===== config.mk =====
export PLATFORM = sky130hd
export DESIGN_NAME = pipelined_carry_adder
export DESIGN_NICKNAME = d
export VERILOG_FILES = /design/src/rtl/pipelined_carry_adder.sv
export SDC_FILE = /design/constraint.sdc
export NUM_CORES = 1
export LEC_CHECK = 0
export BUFFER_PORTS_ARGS = -buffer_cell sky130_fd_sc_hd__buf_4
export CELL_PAD_IN_SITES_DETAIL_PLACEMENT = 0
export CELL_PAD_IN_SITES_GLOBAL_PLACEMENT = 1
export CORE_MARGIN = 2
export CORE_UTILIZATION = 47
export DETAILED_ROUTE_END_ITERATION = 12
export GPL_ROUTABILITY_DRIVEN = 0
export PLACE_DENSITY_LB_ADDON = 0.1
export SYNTH_ARGS = -nofsm -noshare
export SYNTH_HDL_FRONTEND = slang
export SYNTH_SLANG_ARGS = --single-unit

===== constraint.sdc =====
create_clock -name clk -period 3.8 [get_ports clk]
set_input_delay 0.76 -clock clk [delete_from_list [all_inputs] [get_ports clk]]
set_output_delay 0.76 -clock clk [all_outputs]
set_load 0.02 [all_outputs]

===== src/rtl/pipelined_carry_adder.sv =====
// Pipelined carry-ripple adder: WIDTH-bit add split into STAGES slices, one slice per register
// stage, with valid/ready handshake. Define ADDER_OVERFLOW_EN to add the signed overflow output.
module pipelined_carry_adder #(
    parameter int unsigned WIDTH  = 16,
    parameter int unsigned STAGES = 4
) (
    input  logic             clk,
    input  logic             rst_n,
    input  logic             in_valid,
    output logic             in_ready,
    input  logic [WIDTH-1:0] a,
    input  logic [WIDTH-1:0] b,
    input  logic             cin,
    output logic             out_valid,
    input  logic             out_ready,
    output logic [WIDTH-1:0] sum,
`ifdef ADDER_OVERFLOW_EN
    output logic             overflow,
`endif
    output logic             carryout
);

    localparam int unsigned C = WIDTH / STAGES;

    logic                         advance;
    logic [STAGES-1:0]            valid_q, valid_src;
    logic [STAGES-1:0]            carry_q, carry_src, carry_d;
    logic [STAGES-1:0][WIDTH-1:0] sum_q, sum_src, sum_d;
    logic [STAGES-1:0][WIDTH-1:0] a_src, b_src;
    logic [STAGES-1:0][C:0]       slice_w;

    assign advance  = !valid_q[STAGES-1] || out_ready;
    assign in_ready = advance;

    // Index k of every *_src vector is what stage k sees as its input this cycle.
    if (STAGES == 1) begin : g_single
        assign a_src     = a;
        assign b_src     = b;
        assign valid_src = in_valid;
        assign carry_src = cin;
        assign sum_src   = '0;
    end else begin : g_multi
        logic [STAGES-2:0][WIDTH-1:0] a_q, b_q;

        always_ff @(posedge clk or negedge rst_n) begin
            if (!rst_n) begin
                a_q <= '0;
                b_q <= '0;
            end else if (advance) begin
                a_q <= a_src[STAGES-2:0];
                b_q <= b_src[STAGES-2:0];
            end
        end

        assign a_src     = {a_q, a};
        assign b_src     = {b_q, b};
        assign valid_src = {valid_q[STAGES-2:0], in_valid};
        assign carry_src = {carry_q[STAGES-2:0], cin};
        assign sum_src   = {sum_q[STAGES-2:0], {WIDTH{1'b0}}};
    end

    // Stage k fills in slice k of the partial sum; lower slices ride along unchanged.
    always_comb begin
        sum_d   = sum_src;
        carry_d = '0;
        slice_w = '0;
        for (int unsigned k = 0; k < STAGES; k++) begin
            slice_w[k] = {1'b0, a_src[k][k*C +: C]} + {1'b0, b_src[k][k*C +: C]}
                       + {{C{1'b0}}, carry_src[k]};
            sum_d[k][k*C +: C] = slice_w[k][C-1:0];
            carry_d[k]         = slice_w[k][C];
        end
    end

    always_ff @(posedge clk or negedge rst_n) begin
        if (!rst_n) begin
            valid_q <= '0;
            carry_q <= '0;
            sum_q   <= '0;
        end else if (advance) begin
            valid_q <= valid_src;
            carry_q <= carry_d;
            sum_q   <= sum_d;
        end
    end

`ifdef ADDER_OVERFLOW_EN
    logic ovf_d, ovf_q;

    // Sign bits are only needed in the last stage, where the MSB slice is formed.
    assign ovf_d = (a_src[STAGES-1][WIDTH-1] == b_src[STAGES-1][WIDTH-1])
                && (sum_d[STAGES-1][WIDTH-1] != a_src[STAGES-1][WIDTH-1]);

    always_ff @(posedge clk or negedge rst_n) begin
        if (!rst_n) begin
            ovf_q <= 1'b0;
        end else if (advance) begin
            ovf_q <= ovf_d;
        end
    end

    assign overflow = ovf_q;
`endif

    assign out_valid = valid_q[STAGES-1];
    assign sum       = sum_q[STAGES-1];
    assign carryout  = carry_q[STAGES-1];

endmodule


Yosys cells after proc, flatten, opt, wreduce, memory -nomap -nowiden
Cells that the tools add are included.
{ "word_totals": {"wordCells": 22, "mem_count": 0, "latchBits": 0, "romBits": 0, "in_bits": 37, "regBits": 144, "ramBits": 0, "out_inout_bits": 19} }
{ "classes": {"reduce_logical": 2, "magnitude_cmp": 0, "addsub": 8, "n_mul": 0, "n_bitwise": 0, "div_mod_pow": 0, "shift": 0, "eq_ne": 0, "muxes": 0} }
{ "op_table": {"columns": ["operator", "n"], "rows": [
  ["4-bit by 4-bit adder with 5-bit output", 4],
  ["5-bit by 1-bit adder with 5-bit output", 4],
  ["1-bit zero test", 1],
  ["1-bit logical OR", 1]
]} }

Longest topological paths before layout
Gate-level depths: netlist of the first run.
{ "logic_depth": {"word_depth": 2, "depth_mapped": 7, "depth_no_buf": 6} }

Least setup slack after synthesis of the first run
OpenSTA, ideal clock, no wires.
{ "synth_path": {"path_type": "in2out", "startpoint": "input port out_ready", "endpoint": "output port in_ready", "arrival_time_ps": 1202, "setup_slack_ps": 1838, "required_ps": 3040, "stages": 4, "path_cell_list": "nor2b_2 -> buf_6 -> inv_2 -> buf_2"} }
{ "synth_via": {"elab_chain_cells": 1} }
{ "synth_rtl": {"columns": ["element", "line_no", "source"], "rows": [
  ["start, declared", "15", "input logic out_ready,"],
  ["1-bit logical OR", "32", "assign advance = !valid_q[STAGES-1] || out_ready;"],
  ["end, declared", "10", "output logic in_ready,"]
]} }
No other way between the ends.

Final worst setup path of the first run
Same ends and word-level chain as after synthesis.

==> out/metrics.yaml, run 1 <==
result_of_the_run: "complete, no violations"
seqPwrFrac_pct: 44.5
synth.most_common_cell: "nand2_1"
maxCapViolations: 0
crit_slowest_cell: "buf_4"
area_delta_synth_final_pct: 15.9
post_cts_resized: 0
worst-path-max-fanout: 2
synth-main-ff-cell: "dfrtp_1"
clock.fmax_mhz: 508
ys_seq_elements: 96
finish.cell_count_without_fillers: 604
cts.htree.levels: 3
clk_path_buf_depth: 2
cts.repair_timing.setup_buffer_count: 0
postSynth.asyncResetShare_pct: 100
global_route.usage.total_pct: 15.9
detailed_place_hpwl_um: 4350
power_frac_comb_pct: 35.9
finalSetupViolations: 0
fillerInstances: 842
total_die_area_um2: 9540
min_path_type: "input port to asynchronous set/reset pin"
antennaDiodeCount: 0
floorplan.io_pins: 56
r2r_depth: 5
buffer_ports.inserted: 55
netlist.area_leader.share_pct: 58.3
vdd.ir_drop.worst_mv: 0.279
vias: 2768
synth_enable_flop_cells: 0
first_global_vias: 2797
biggest_area_consumer_among_synthesized_cells: "dfrtp_1"
yosys_warnings: 0
grt_first_pass_wirelength_um: 12600
worstSetupPathType: "input port to output port"
tightestPinTransition_ps: 981
initial_core_util_pct: 48.0
finalHoldViolations: 0
postCtsHoldBufs: 0
drt-total-wl_um: 6890
core_um2: 8590
timing.critical_path.from_type: "input port"
timing.critical_path.required_ps: 3040
grt_antenna_before_repair: 0
dp.cells: 588
post_synth_instance_area_um2: 4120
timing.clock.skew_ps: 10.3
cts.root.buffer_cell: "clkbuf_8"
cts_clock_pin_slew_for_the_worst_setup_and_hold_paths_ps: 90
avg_vias_per_cell: 4.58
yosysSeqAreaShare_pct: 58.3
maxSlewViolCount: 0
power.clock.fraction_pct: 19.6
wl_per_cell_um: 11.4
cts_made_buffers: 9
worst_path_largest_cell_delay_ps: 160
cts_num_sinks: 96
grt_start_max_net_pins: 103
detail_route.first_pass.iterations: 4
drt_iter0_markers: 106
synth_top_cells_by_area: "dfrtp_1 (58%), nand2_1 (22%), fa_1 (3.9%), ha_1 (3.6%), buf_6 (2.5%)"
synth_top_cells_by_count: "nand2_1 (237), dfrtp_1 (96), a21oi_1 (15), nor2_1 (13)"
final_min_period_over_clock_period_pct: 51.8
grt_overflow_total: 0
grt_setup_unrepaired: "false"
nNetsFinal: 548
floorplan.die.width_um: 97.7
drt_drc_violations_left: 0
antenna_violating_nets_left: 0
worst_ep_arrival_time_ps: 1210
net-switching-power_uw: 1370
worst_r2r_startpoint: "carry_q[2]$_DFFE_PN0P_"
crit_path_end_kind: "output port"
cellLeakagePower_uw: 0.00258
pwr_density_cell_nw_per_um2: 801
post_route_cells_drive_above_1_share_pct: 15.5
timing.critical_path.mode_cell: "buf_4"
die_height_um: 97.7
clock_tree_from_tritoncts: "built"
fp-row-count: 34
internal_power_uw: 2450
maxSlewHeadroom_pct: 34.6
ys_types: 19
setup_total_negative_slack_ps: 0
synth_instances: 442
synth_area_per_inst_um2: 9.33
insertion_delay_ps: 350
final_period_minus_worst_setup_slack_ps: 1970
setup.reg_to_reg.worst_slack_ps: 1940
r2r-end: "carry_q[3]$_DFFE_PN0P_"
netSwitchingFraction_pct: 35.9
synth_nets: 499
cp_cell_sequence: "buf_4 -> nor2b_4 -> clkinv_2 -> buf_4"
flip-flops by register name, indices dropped and copies added (netlist names):
name     flops
b_src       24
sum_d       24
sum         16
a_src       24
valid_q      4
carry_q      4
layout by cell type, fill, tap and decap left out:
| master | synthesis | routed |
|---|---|---|
| ha_1 | 12 | 12 |
| a21o_1 | 5 | 5 |
| inv_1 | 9 | 9 |
| clkinv_4 | 0 | 1 |
| nor2b_4 | 0 | 1 |
| nand2_1 | 237 | 237 |
| nor2_1 | 13 | 13 |
| clkbuf_8 | 0 | 11 |
| a21oi_1 | 15 | 15 |
| clkinv_2 | 0 | 3 |
| fa_1 | 8 | 8 |
| nor2b_1 | 3 | 3 |
| o21ai_0 | 12 | 12 |
| xor2_1 | 7 | 7 |
| nand2b_1 | 1 | 1 |
| buf_4 | 2 | 59 |
| bufinv_16 | 0 | 2 |
| dfrtp_1 | 96 | 96 |
| xnor2_1 | 1 | 1 |
cells by family after synthesis:
logic type	synth area share [%]
buffers and inverters	4.76
adder cells (fa/ha/maj)	7.52
flip-flops	58.3
XOR/XNOR	1.70
AO/OA/AOI/OAI	4.19
AND/OR/NAND/NOR	23.6
power by group through the flow:
stage	sequential [uW]	combinational (uW)	clock (uW)
floorplan	1800	932	0
global placement	1720	1370	0
detailed placement	1730	1410	0
CTS	1710	1410	766
global route	1770	1620	806
finish	1700	1380	749
how the worst max path moves through the flow:
stage	start	to	slack, ps	depth (start not counted)
floorplan	out_ready	in_ready	1840	4
global placement	out_ready	sum_d[19]$_DFFE_PN0P_	1730	4
detailed placement	out_ready	sum_d[19]$_DFFE_PN0P_	1700	4
CTS	out_ready	in_ready	1820	4
global route	out_ready	in_ready	1800	4
finish	out_ready	in_ready	1830	4
stage by stage:
step                utilization [%]  total power (uW)  setup slack, ps  hold slack [ps]  instance area (um2)
finish                         55.6              3830             1830              407                 4780
global route                   55.6              4190             1800              457                 4780
CTS                            55.6              3880             1820              424                 4780
detailed placement             52.9              3140             1700              448                 4550
global placement               52.9              3090             1730              446                 4550
floorplan                         -              2730             1840              430                 4120
critical path: cells and delay by family:
| family | cells | cell delay, ps |
|---|---|---|
| simple gates | 1 | 110 |
| buf+inv | 3 | 340 |
routing by layer:
layer	vias to the layer above	part of all wire [%]	wire length [um]	global-route usage (%)
met2	42	43	2990	25.4
li1	1458	-	-	-
met1	1260	52	3610	22.4
met5	-	0	0	0
met3	8	2.7	183	2.59
met4	0	1.5	102	5.45
final cells by class:
| type | instances | area (um2) | share of cell area [%] |
|---|---|---|---|
| Sequential cell | 96 | 2400 | 50.3 |
| Multi-Input combinational cell | 315 | 1530 | 32.0 |
| Timing Repair Buffer | 59 | 443 | 9.27 |
| Clock buffer | 11 | 151 | 3.17 |
| Tap cell | 108 | 135 | 2.83 |
| Clock inverter | 5 | 78.8 | 1.65 |
| Inverter | 10 | 38.8 | 0.812 |
(Power assumes the default switching activity.)
==> run 2: changes to the inputs <==
--- a/config.mk
+++ b/config.mk
@@ -9,7 +9,7 @@
 export CELL_PAD_IN_SITES_DETAIL_PLACEMENT = 0
 export CELL_PAD_IN_SITES_GLOBAL_PLACEMENT = 1
 export CORE_MARGIN = 2
-export CORE_UTILIZATION = 47
+export CORE_UTILIZATION = 39
 export DETAILED_ROUTE_END_ITERATION = 12
 export GPL_ROUTABILITY_DRIVEN = 0
 export PLACE_DENSITY_LB_ADDON = 0.1
==> constraint.sdc (replaced) <==
create_clock -name clk -period 1.77 [get_ports clk]
set_input_delay 0.354 -clock clk [delete_from_list [all_inputs] [get_ports clk]]
set_output_delay 0.354 -clock clk [all_outputs]
set_load 0.02 [all_outputs]
==> run 2 against run 1 <==
Wire length up 5.1%. Register-to-register slack worse by 1900 ps. Worst setup slack worse by 1800 ps. Sequential power up 120%. Critical path type is now flop to flop.
==> out/metrics.yaml, run 2 (same netlist as run 1, synthesis figures left out) <==
result_of_the_run: "complete, no violations"
grt_util_met1_pct: 20.0  # -2.3 points
maxCapViolations: 0  # unchanged
pwr_density_cell_nw_per_um2: 1670  # +110%
maxSlewViolCount: 0  # unchanged
clk_path_buf_depth: 2  # unchanged
antenna_violating_nets_left: 0  # unchanged
tightestPinTransition_ps: 512  # -469 ps
vias: 2821  # +1.9%
grt_overflow_total: 0  # unchanged
initial_core_util_pct: 40.1  # -7.9 points
seqPwrFrac_pct: 45.1  # +0.6 points
nNetsFinal: 553  # +0.91%
grt_first_pass_wirelength_um: 12800  # +2.0%
finalSetupViolations: 0  # unchanged
worstSetupPathType: "flop to flop"
timing.clock.skew_ps: 10.7  # +0.420 ps
post_route_cells_drive_above_1_share_pct: 16.2  # +0.64 points
fp-row-count: 37  # +8.8%
fillerInstances: 1021  # +21%
detailed_place_hpwl_um: 4750  # +9.2%
cts.root.buffer_cell: "clkbuf_8"
timing.critical_path.from_type: "flop"
cts_clock_pin_slew_for_the_worst_setup_and_hold_paths_ps: 100  # about the same
setup.reg_to_reg.worst_slack_ps: 60  # -1880 ps
setup_total_negative_slack_ps: 0  # unchanged
buffer_ports.inserted: 55  # unchanged
fin_hold_ws_ps: 191  # -217 ps
internal_power_uw: 5130  # +110%
net-switching-power_uw: 3010  # +120%
cts_num_sinks: 96  # unchanged
core_um2: 10300  # +20%
global_route.peak_usage_layer: "met2"
die_height_um: 107  # +9.4%
avg_vias_per_cell: 4.43  # -3.4%
power_frac_comb_pct: 37.5  # +1.6 points
cts_made_buffers: 9  # unchanged
detail_route.first_pass.iterations: 4  # unchanged
area_of_all_placed_cells_without_fillers_um2: 4880  # +2.0%
antennaDiodeCount: 0  # unchanged
floorplan.die.width_um: 107  # +9.4%
layout.cells.most_common: "nand2_1"
crit_path_end_kind: "flop"
postPlaceCellArea_um2: 4660  # +2.5%
min_path_type: "input port to flop"
drt_drc_violations_left: 0  # unchanged
floorplan.io_pins: 56  # unchanged
timing.critical_path.required_ps: 2020  # -1020 ps
drt-total-wl_um: 7240  # +5.1%
final_min_period_over_clock_period_pct: 96.4
grt_setup_unrepaired: "false"
cp-startpoint: "carry_q[2]$_DFFE_PN0P_"
finalHoldViolations: 0  # unchanged
final_period_minus_worst_setup_slack_ps: 1710
cts.htree.levels: 3  # unchanged
global_route.usage.total_pct: 13.9  # -2.0 points
worst-path-max-fanout: 2  # unchanged
worst_ep_arrival_time_ps: 1950  # +740 ps
insertion_delay_ps: 350  # about the same
netSwitchingFraction_pct: 37.0  # +1.1 points
total_die_area_um2: 11400  # +20%
area_delta_synth_final_pct: 18.2
hold_path_startpoint: "a[15]"
r2r_depth: 5  # unchanged
commonest_non_fill_non_tap_cells_in_the_layout: "nand2_1 (237), dfrtp_1 (96), buf_4 (59)"
power.clock.fraction_pct: 17.5  # -2.1 points
drt_iter0_markers: 129  # +22%
use_met3_pct: 2.31  # -0.28 points
hold_critical_path_depth: 3
clock_tree_from_tritoncts: "built"
met2_track_demand_over_resource_pct: 21.0  # -4.4 points
maxSlewHeadroom_pct: 65.8  # +31 points
worst_r2r_startpoint: "carry_q[2]$_DFFE_PN0P_"
vdd.ir_drop.worst_mv: 0.854  # +210%
grt_antenna_before_repair: 0  # unchanged
clock.fmax_mhz: 586
first_global_vias: 2810  # +0.46%
wl_per_cell_um: 11.4  # -0.31%
cellLeakagePower_uw: 0.00261  # +0.85%
grt_start_max_net_pins: 90  # -13%
## run 2: power by group through the flow
stage | Clock [uW] | Combinational [uW] | Sequential, uW
finish | 1420 | 3050 | 3670
global route | 1560 | 3540 | 3810
CTS | 1480 | 3130 | 3690
detailed placement | 0 | 3120 | 3730
global placement | 0 | 3040 | 3700
floorplan | 0 | 2000 | 3860
## run 2: critical path: stages, from the launching register on
cell and delay, ps:
dfrtp_1 410, fa_2 400, fa_1 390, a21o_1 190, a21oi_1 140, a21oi_1 80
## run 2: cell type report
cell class                 instances  area (um2)  share of cell area (%)
timing repair buffer              64         533                    10.9
multi-input combinational        315        1530                    31.4
sequential                        96        2400                    49.3
inverter                          10        40.0                   0.821
tap                              136         170                    3.49
clock buffer                      10         128                    2.62
clock inverter                     6        70.1                    1.44
## run 2: repair_timing
item / 4_1_cts / 5_1_grt
setup endpoints to repair: 1 / 1
resized for setup: 1 / 1
endpoints found under the hold margin: 33 / 0
hold buffers: 1 / 0
setup buffers: 0 / 0
gates cloned: 0 / 0
## run 2: final timing paths
check	endpoint
setup / recovery	carry_q[3]$_DFFE_PN0P_
hold / removal	a_src[31]$_DFFE_PN0P_
setup reg to reg	carry_q[3]$_DFFE_PN0P_
hold reg to reg	valid_q[3]$_DFFE_PN0P_
max in group asynchronous	a_src[46]$_DFFE_PN0P_
min in group asynchronous	sum_d[52]$_DFFE_PN0P_
## run 2: per-stage QoR
step	worst slack, ps	cells	power [uW]	utilization (%)
after floorplan	40.2	442	5860	-
after global placement	24.8	620	6740	45.4
after detailed placement	5.66	620	6850	45.4
after CTS	18.7	637	8300	47.4
after global routing	0.425	637	8910	47.4
final	64.5	637	8150	47.4
## run 2: per-layer routing
layer  routed length, um  up-vias
met5                   0        -
li1                    -     1459
met1                3810     1311
met4                 117        0
met2                3070       42
met3                 246        9
